--- src/rtl/rtc_preset_arbiter.sv ---
// Owns the RTC time-counter preset path: round-robin between the register file and IR,
// validates the requested calendar word, and loads it into the counter in a cycle with no 1 Hz tick.
module rtc_preset_arbiter #(
   parameter int TIME_W = 37,
   parameter int CNT_W  = 8
) (
   input  logic              clk_i,
   input  logic              rst_i,
   input  logic              tick_i,
   input  logic              run_i,
   input  logic              reg_req_i,
   input  logic [TIME_W-1:0] reg_time_i,
   input  logic              ir_req_i,
   input  logic [TIME_W-1:0] ir_time_i,
   output logic              reg_ack_o,
   output logic              ir_ack_o,
   output logic              err_o,
   output logic              busy_o,
   output logic              enable_o,
   output logic              preset_o,
   output logic [TIME_W-1:0] preset_time_o,
   output logic [CNT_W-1:0]  reject_cnt_o
);

   typedef enum logic [1:0] {S_IDLE, S_CHECK, S_APPLY, S_RESP} state_t;

   localparam logic GNT_REG = 1'b0;
   localparam logic GNT_IR  = 1'b1;

   state_t             state_q, state_d;
   logic [TIME_W-1:0]  pend_q, pend_d;
   logic               grant_q, grant_d;
   logic               last_grant_q, last_grant_d;
   logic               err_q, err_d;
   logic [CNT_W-1:0]   cnt_q, cnt_d;

   logic [5:0] f_sec, f_min;
   logic [4:0] f_hour, f_dom;
   logic       f_mode;
   logic [2:0] f_dow;
   logic [3:0] f_month;
   logic [6:0] f_year;
   logic [4:0] days_in_month;
   logic       hour_ok;
   logic       pend_valid;
   logic       winner;

   assign f_sec   = pend_q[5:0];
   assign f_min   = pend_q[11:6];
   assign f_hour  = pend_q[16:12];
   assign f_mode  = pend_q[17];
   assign f_dow   = pend_q[20:18];
   assign f_dom   = pend_q[25:21];
   assign f_month = pend_q[29:26];
   assign f_year  = pend_q[36:30];

   // Every year since 2000 divisible by four is a leap year within the 0..99 range.
   always_comb begin
      days_in_month = 5'd31;
      case (f_month)
         4'd4, 4'd6, 4'd9, 4'd11: days_in_month = 5'd30;
         4'd2:                    days_in_month = (f_year[1:0] == 2'b00) ? 5'd29 : 5'd28;
         default:                 days_in_month = 5'd31;
      endcase
   end

   assign hour_ok = f_mode ? ((f_hour >= 5'd1) && (f_hour <= 5'd12)) : (f_hour < 5'd24);

   assign pend_valid = (f_sec < 6'd60) && (f_min < 6'd60) && hour_ok &&
                       (f_dow != 3'd0) &&
                       (f_month >= 4'd1) && (f_month <= 4'd12) &&
                       (f_dom >= 5'd1) && (f_dom <= days_in_month) &&
                       (f_year < 7'd100);

   // A tie goes to whichever requester was not served last.
   always_comb begin
      winner = GNT_REG;
      if (reg_req_i && ir_req_i) begin
         winner = (last_grant_q == GNT_IR) ? GNT_REG : GNT_IR;
      end else if (ir_req_i) begin
         winner = GNT_IR;
      end
   end

   always_comb begin
      state_d      = state_q;
      pend_d       = pend_q;
      grant_d      = grant_q;
      last_grant_d = last_grant_q;
      err_d        = err_q;
      cnt_d        = cnt_q;
      case (state_q)
         S_IDLE: begin
            if (reg_req_i || ir_req_i) begin
               grant_d      = winner;
               last_grant_d = winner;
               pend_d       = (winner == GNT_IR) ? ir_time_i : reg_time_i;
               state_d      = S_CHECK;
            end
         end
         S_CHECK: begin
            err_d   = ~pend_valid;
            state_d = pend_valid ? S_APPLY : S_RESP;
         end
         S_APPLY: begin
            if (!tick_i) begin
               state_d = S_RESP;
            end
         end
         S_RESP: begin
            state_d = S_IDLE;
            if (err_q && (cnt_q != {CNT_W{1'b1}})) begin
               cnt_d = cnt_q + 1'b1;
            end
         end
         default: state_d = S_IDLE;
      endcase
   end

   always_ff @(posedge clk_i) begin
      if (rst_i) begin
         state_q      <= S_IDLE;
         pend_q       <= '0;
         grant_q      <= GNT_REG;
         last_grant_q <= GNT_IR;
         err_q        <= 1'b0;
         cnt_q        <= '0;
      end else begin
         state_q      <= state_d;
         pend_q       <= pend_d;
         grant_q      <= grant_d;
         last_grant_q <= last_grant_d;
         err_q        <= err_d;
         cnt_q        <= cnt_d;
      end
   end

   // Strobes are masked while reset is asserted so an aborted request never loads or acks.
   assign preset_o      = (state_q == S_APPLY) && !tick_i && !rst_i;
   assign reg_ack_o     = (state_q == S_RESP) && (grant_q == GNT_REG) && !rst_i;
   assign ir_ack_o      = (state_q == S_RESP) && (grant_q == GNT_IR) && !rst_i;
   assign err_o         = (state_q == S_RESP) && err_q && !rst_i;
   assign busy_o        = (state_q != S_IDLE);
   assign enable_o      = run_i && (state_q != S_APPLY);
   assign preset_time_o = pend_q;
   assign reject_cnt_o  = cnt_q;

endmodule
--- config.mk ---
export PLATFORM = sky130hd
export DESIGN_NAME = rtc_preset_arbiter
export DESIGN_NICKNAME = d
export VERILOG_FILES = /design/src/rtl/rtc_preset_arbiter.sv
export SDC_FILE = /design/constraint.sdc
export NUM_CORES = 1
export LEC_CHECK = 0
export ABC_AREA = 1
export ABC_CLOCK_PERIOD_IN_PS = 3240
export CAP_MARGIN = 20
export CORE_MARGIN = 2
export CORE_UTILIZATION = 44
export CTS_BUF_LIST = sky130_fd_sc_hd__clkbuf_8
export DETAILED_ROUTE_END_ITERATION = 10
export PLACE_DENSITY = 0.88
export SLEW_MARGIN = 5
export SYNTH_ARGS = -nofsm -noshare
export SYNTH_HDL_FRONTEND = slang
export SYNTH_SLANG_ARGS = --single-unit
--- constraint.sdc ---
create_clock -name clk_i -period 3.24 [get_ports clk_i]
set_input_delay 0.648 -clock clk_i [delete_from_list [all_inputs] [get_ports clk_i]]
set_output_delay 0.648 -clock clk_i [all_outputs]
set_load 0.02 [all_outputs]
* Word level (Yosys, flattened, before mapping) *
Cells that the tools add are included.

operators by class
  add/subtract/negate cells = 1
  $mul = 0
  divide/modulo/power cells = 0
  magnitude comparators = 10
  eq/ne operators = 12
  shift operators = 0
  multiplexer cells = 11
  bitwise operators = 2
  reduce and logical (&&, ||, !) cells = 31

operators with widths
  cell                                                             count
  2-to-1 mux 37 bit                                                1
  logical AND 1 bit                                                20
  < comparator 6 bit (second input constant)                       2
  >= comparator 5 x 1 -> 1 bit (second input constant)             2
  adder 8 x 1 -> 8 bit (second input constant)                     1
  equality test 4 x 3 -> 1 bit (second input constant)             2
  equality test 4 bit (second input constant)                      2
  inequality test 8 bit (second input constant)                    1
  case mux 2 bit (4 select lines)                                  1
  < comparator 7 bit (second input constant)                       1
  2-to-1 mux 1 bit                                                 6
  inequality test 2 bit (second input constant)                    3
  AND reduction 2 bit                                              3
  less-or-equal comparator 5 x 4 -> 1 bit (second input constant)  1
  less-or-equal comparator 5 bit                                   1
  < comparator 5 bit (second input constant)                       1
  equality test 2 bit (second input constant)                      2
  equality test 4 x 2 -> 1 bit (second input constant)             1
  >= comparator 4 x 1 -> 1 bit (second input constant)             1
  less-or-equal comparator 4 bit (second input constant)           1
  zero test 2 bit                                                  2
  2-to-1 mux 2 bit                                                 2
  case mux 2 bit (2 select lines)                                  1
  OR reduction 4 bit                                               1
  6 further kinds                                                  8

word-level totals
  flip-flop bits (word level) = 50
  bits in latches = 0
  memory bits (writable) = 0
  bits in read-only memories = 0
  bits of input ports = 80
  output and inout port bits = 51
  logic and storage cells = 73
  memories kept = 0

* Logic depth before layout (Yosys ltp) *
  depth after elaboration = 12
  gate-level depth with buffers = 12
  depth with buffers taken out = 12

* Least setup slack after synthesis *
OpenSTA, ideal clock, no wires.

  path kind = input to output
  start = in rst_i
  end = out reg_ack_o
  data arrival time = 1.416 ns
  slack = 1.176 ns
  cell stages on the path = 5
  path buffers = 2
  path through = buf_2 -> inv_1 -> bufbuf_16 -> nand2_1 -> nor2_1

between the ends
  cells in the longest elaborated chain, start to end = 2

ends and longest elaborated chain
  element            RTL line  RTL
  start, declared    8         input logic rst_i,
  zero test 1 bit    140       assign reg_ack_o = (state_q == S_RESP) && (grant_q == GNT_REG) && !rst_i;
  logical AND 1 bit  140
  end, declared      15        output logic reg_ack_o,

No other way between the ends.

* Final worst setup path *
Same ends and word-level chain as after synthesis.

==> reports/qor.yml <==
sta:
  skew_ns: 0.00555
  fmax_ghz: 0.365
  hold_violations: 0
  setup_viol: 0
  finalCritPeriodShare: 0.845
  setup_tns_ns: 0
  relSlewSlack: 0.585
  finalCriticalPeriod_ns: 2.74
  rsz0062_at_grt: "no"
  slew_violations: 0
  hold_ws_ns: 0.492
  tightest_slew_ns: 0.621
synthesis:
  synth_edf_count: 0
  synth_nets: 439
  synthMuxAreaShare: 0
  yosys.area_share.adder: 0.0343
  synth_most_common_cell: "nand2_1"
  yosys-top-cells-count: "nand2_1, dfxtp_1, a31oi_1"
  synth_top_family_by_area: "simple AND/OR/NAND/NOR gates"
  netlist-cell-type-count: 33
  synth-compound-area-share: 0.232
  syn_area_mm2: 0.00255
  synth_top_area_share: 0.393
  synthXorXnorAreaFrac: 0.00343
  yosys_warnings: 0
  seq_area_frac_synth: 0.393
  synthTopCellsByArea: "dfxtp_1, nand2_1, a31oi_1, o21ai_0, ha_1"
  synth_top_cell_by_area: "dfxtp_1"
  async_reset_ff_frac: 0
  yosys_register_bits: 50
  synth-simple-area-share: 0.233
  syn_avg_cell_area_um2: 7.24
  synthFlopType: "dfxtp_1"
  syn_inst: 352
worst_setup_path:
  end_kind: "primary output"
  rr_endpoint: "state_q[0]"
  r2r_setup_slack_ns: 1.15
  crit_fanout: 8
  worstSetupPathType: "input port to primary output"
  reg2reg_from: "preset_time_o[26]"
  critical_path_arrival_ns: 2.09
  cp-start-kind: "input port"
  required_ns: 2.59
  r2r_cells: 12
placement:
  place_area_mm2: 0.00382
  gp_congestion: 0.822
  io_buffer_count: 130
  place_hpwl_um: 5470
hold_path:
  hp-class: "register to register"
  min_path_cells: 2
  hold_start: "err_q"
  whs_endpoint: "err_q"
power:
  p_seq_frac: 0.348
  pwr-share-comb: 0.505
  p_sw_mw: 1.14
  swShare: 0.405
  power_density_mw_per_mm2: 713
  cellLeakagePower_nw: 1.56
  peakVddDrop_v: 0.000436
  clkPwrFrac: 0.148
  p_int_mw: 1.67
  total_power_mw: 2.81
clocking:
  cts_max_level: 2
  insertion_delay_ns: 0.29
  cts_hold_buf: 0
  cts-resized-gates: 0
  clk_pin_slew_worst_paths_ns: 0.09
  cts_tree: "built"
  cts-root-buf: "clkbuf_8"
  cts_buffers: 5
  post-cts-setup-buffers: 0
  cts.sinks: 50
  clockBufferDepth: 2
global_routing:
  grt.overflow.total: 0
  use_met3: 0.0809
  groute.usage.overall: 0.237
  grt_pass1_wl_um: 12000
  grt_pass1_vias: 2701
  globalRoute.busiestLayer: "met2"
  use_met1: 0.257
  grt_max_degree: 76
  grt.met2_usage: 0.437
  antenna_found_initial: 0
job:
  drv_cap: 0
final_layout:
  antenna_cells: 0
  nets: 558
  postLayoutCellArea_mm2: 0.00394
  drive_above_1_share: 0.0508
  syn2layout_area_growth_pct: 54.3
  post-route-util: 0.710
routing:
  drt_iter0_drc: 142
  routed_wirelength_um: 7450
  vias_per_cell: 5.17
  vias: 2813
  antenna_left: 0
  first_pass_iters: 4
  post_drt_wl_per_cell_um: 13.7
  post-route-drc-count: 0
floorplanning:
  start_util: 0.460
  dieArea_mm2: 0.00642
  rows: 27
  num_io_pins: 131
  core_mm2: 0.00554
  die_w_um: 80.1
  die_y_um: 80.1
run_status:
  status: "complete, no violations"
==> cell usage in the layout, fill, tap and decap left out, types with 10 or more instances in the layout <==
master,n
clkdlybuf4s50_1,130
nand2_1,105
dfxtp_1,50
a31oi_1,38
o21ai_0,33
inv_1,23
nor2_1,17
o21ai_1,16
nand3_1,10
a21oi_1,10
==> power by group through the flow <==
stage / combinational, mW / clock [mW] / sequential, mW
final: 1.42 / 0.415 / 0.975
after global routing: 1.56 / 0.450 / 1.01
after CTS: 1.43 / 0.423 / 0.975
after detailed placement: 1.42 / 0 / 0.987
after global placement: 1.39 / 0 / 0.975
after floorplan: 0.669 / 0 / 1.16
==> state kept, by name, summed over array words and instances, names as in the netlist <==
name and cells:
state_q 2, err_q 1, reject_cnt_o 8, grant_q 1
preset_time_o 37, last_grant_q 1
==> area by class of cell <==
| cell class | instances | area (um2) |
|---|---|---|
| Tap cell | 72 | 90.1 |
| Clock buffer | 8 | 110 |
| Sequential cell | 50 | 1000 |
| Inverter | 26 | 100 |
| Timing Repair Buffer | 133 | 1340 |
| Multi-Input combinational cell | 255 | 1300 |
| Fill cell | 479 | 1610 |
==> per-stage QoR <==
stage / setup WS (ns) / std cells
floorplan: 1.18 / 352
global placement: 0.530 / 536
detailed placement: 0.480 / 536
CTS: 0.476 / 544
global route: 0.397 / 544
finish: 0.501 / 544
==> metal layers <==
metal	part of all wire	wire, um
met5	0	0
met4	0.012	93
met2	0.50	3750
met1	0.40	2950
met3	0.088	657
==> cell families after synthesis <==
family | after synthesis
AND/OR/NAND/NOR | 143
AO/OA/AOI/OAI | 104
flip-flops | 50
buffers and inverters | 47
adder cells (fa/ha/maj) | 7
XOR/XNOR | 1
==> how the worst max path moves through the flow <==
stage	start	to	slack, ns	depth (start not counted)
final	rst_i	reg_ack_o	0.50	5
after global routing	rst_i	reg_ack_o	0.40	5
after CTS	rst_i	reg_ack_o	0.48	5
after detailed placement	rst_i	reg_ack_o	0.48	5
after global placement	rst_i	preset_o	0.53	3
after floorplan	rst_i	reg_ack_o	1.18	5
==> critical path, cell delays in order <==
cell             delay, ns
clkdlybuf4s50_1       0.54
inv_1                 0.14
nand2_1               0.06
nor2_1                0.09
clkdlybuf4s50_1       0.62
(Power assumes the default switching activity.)
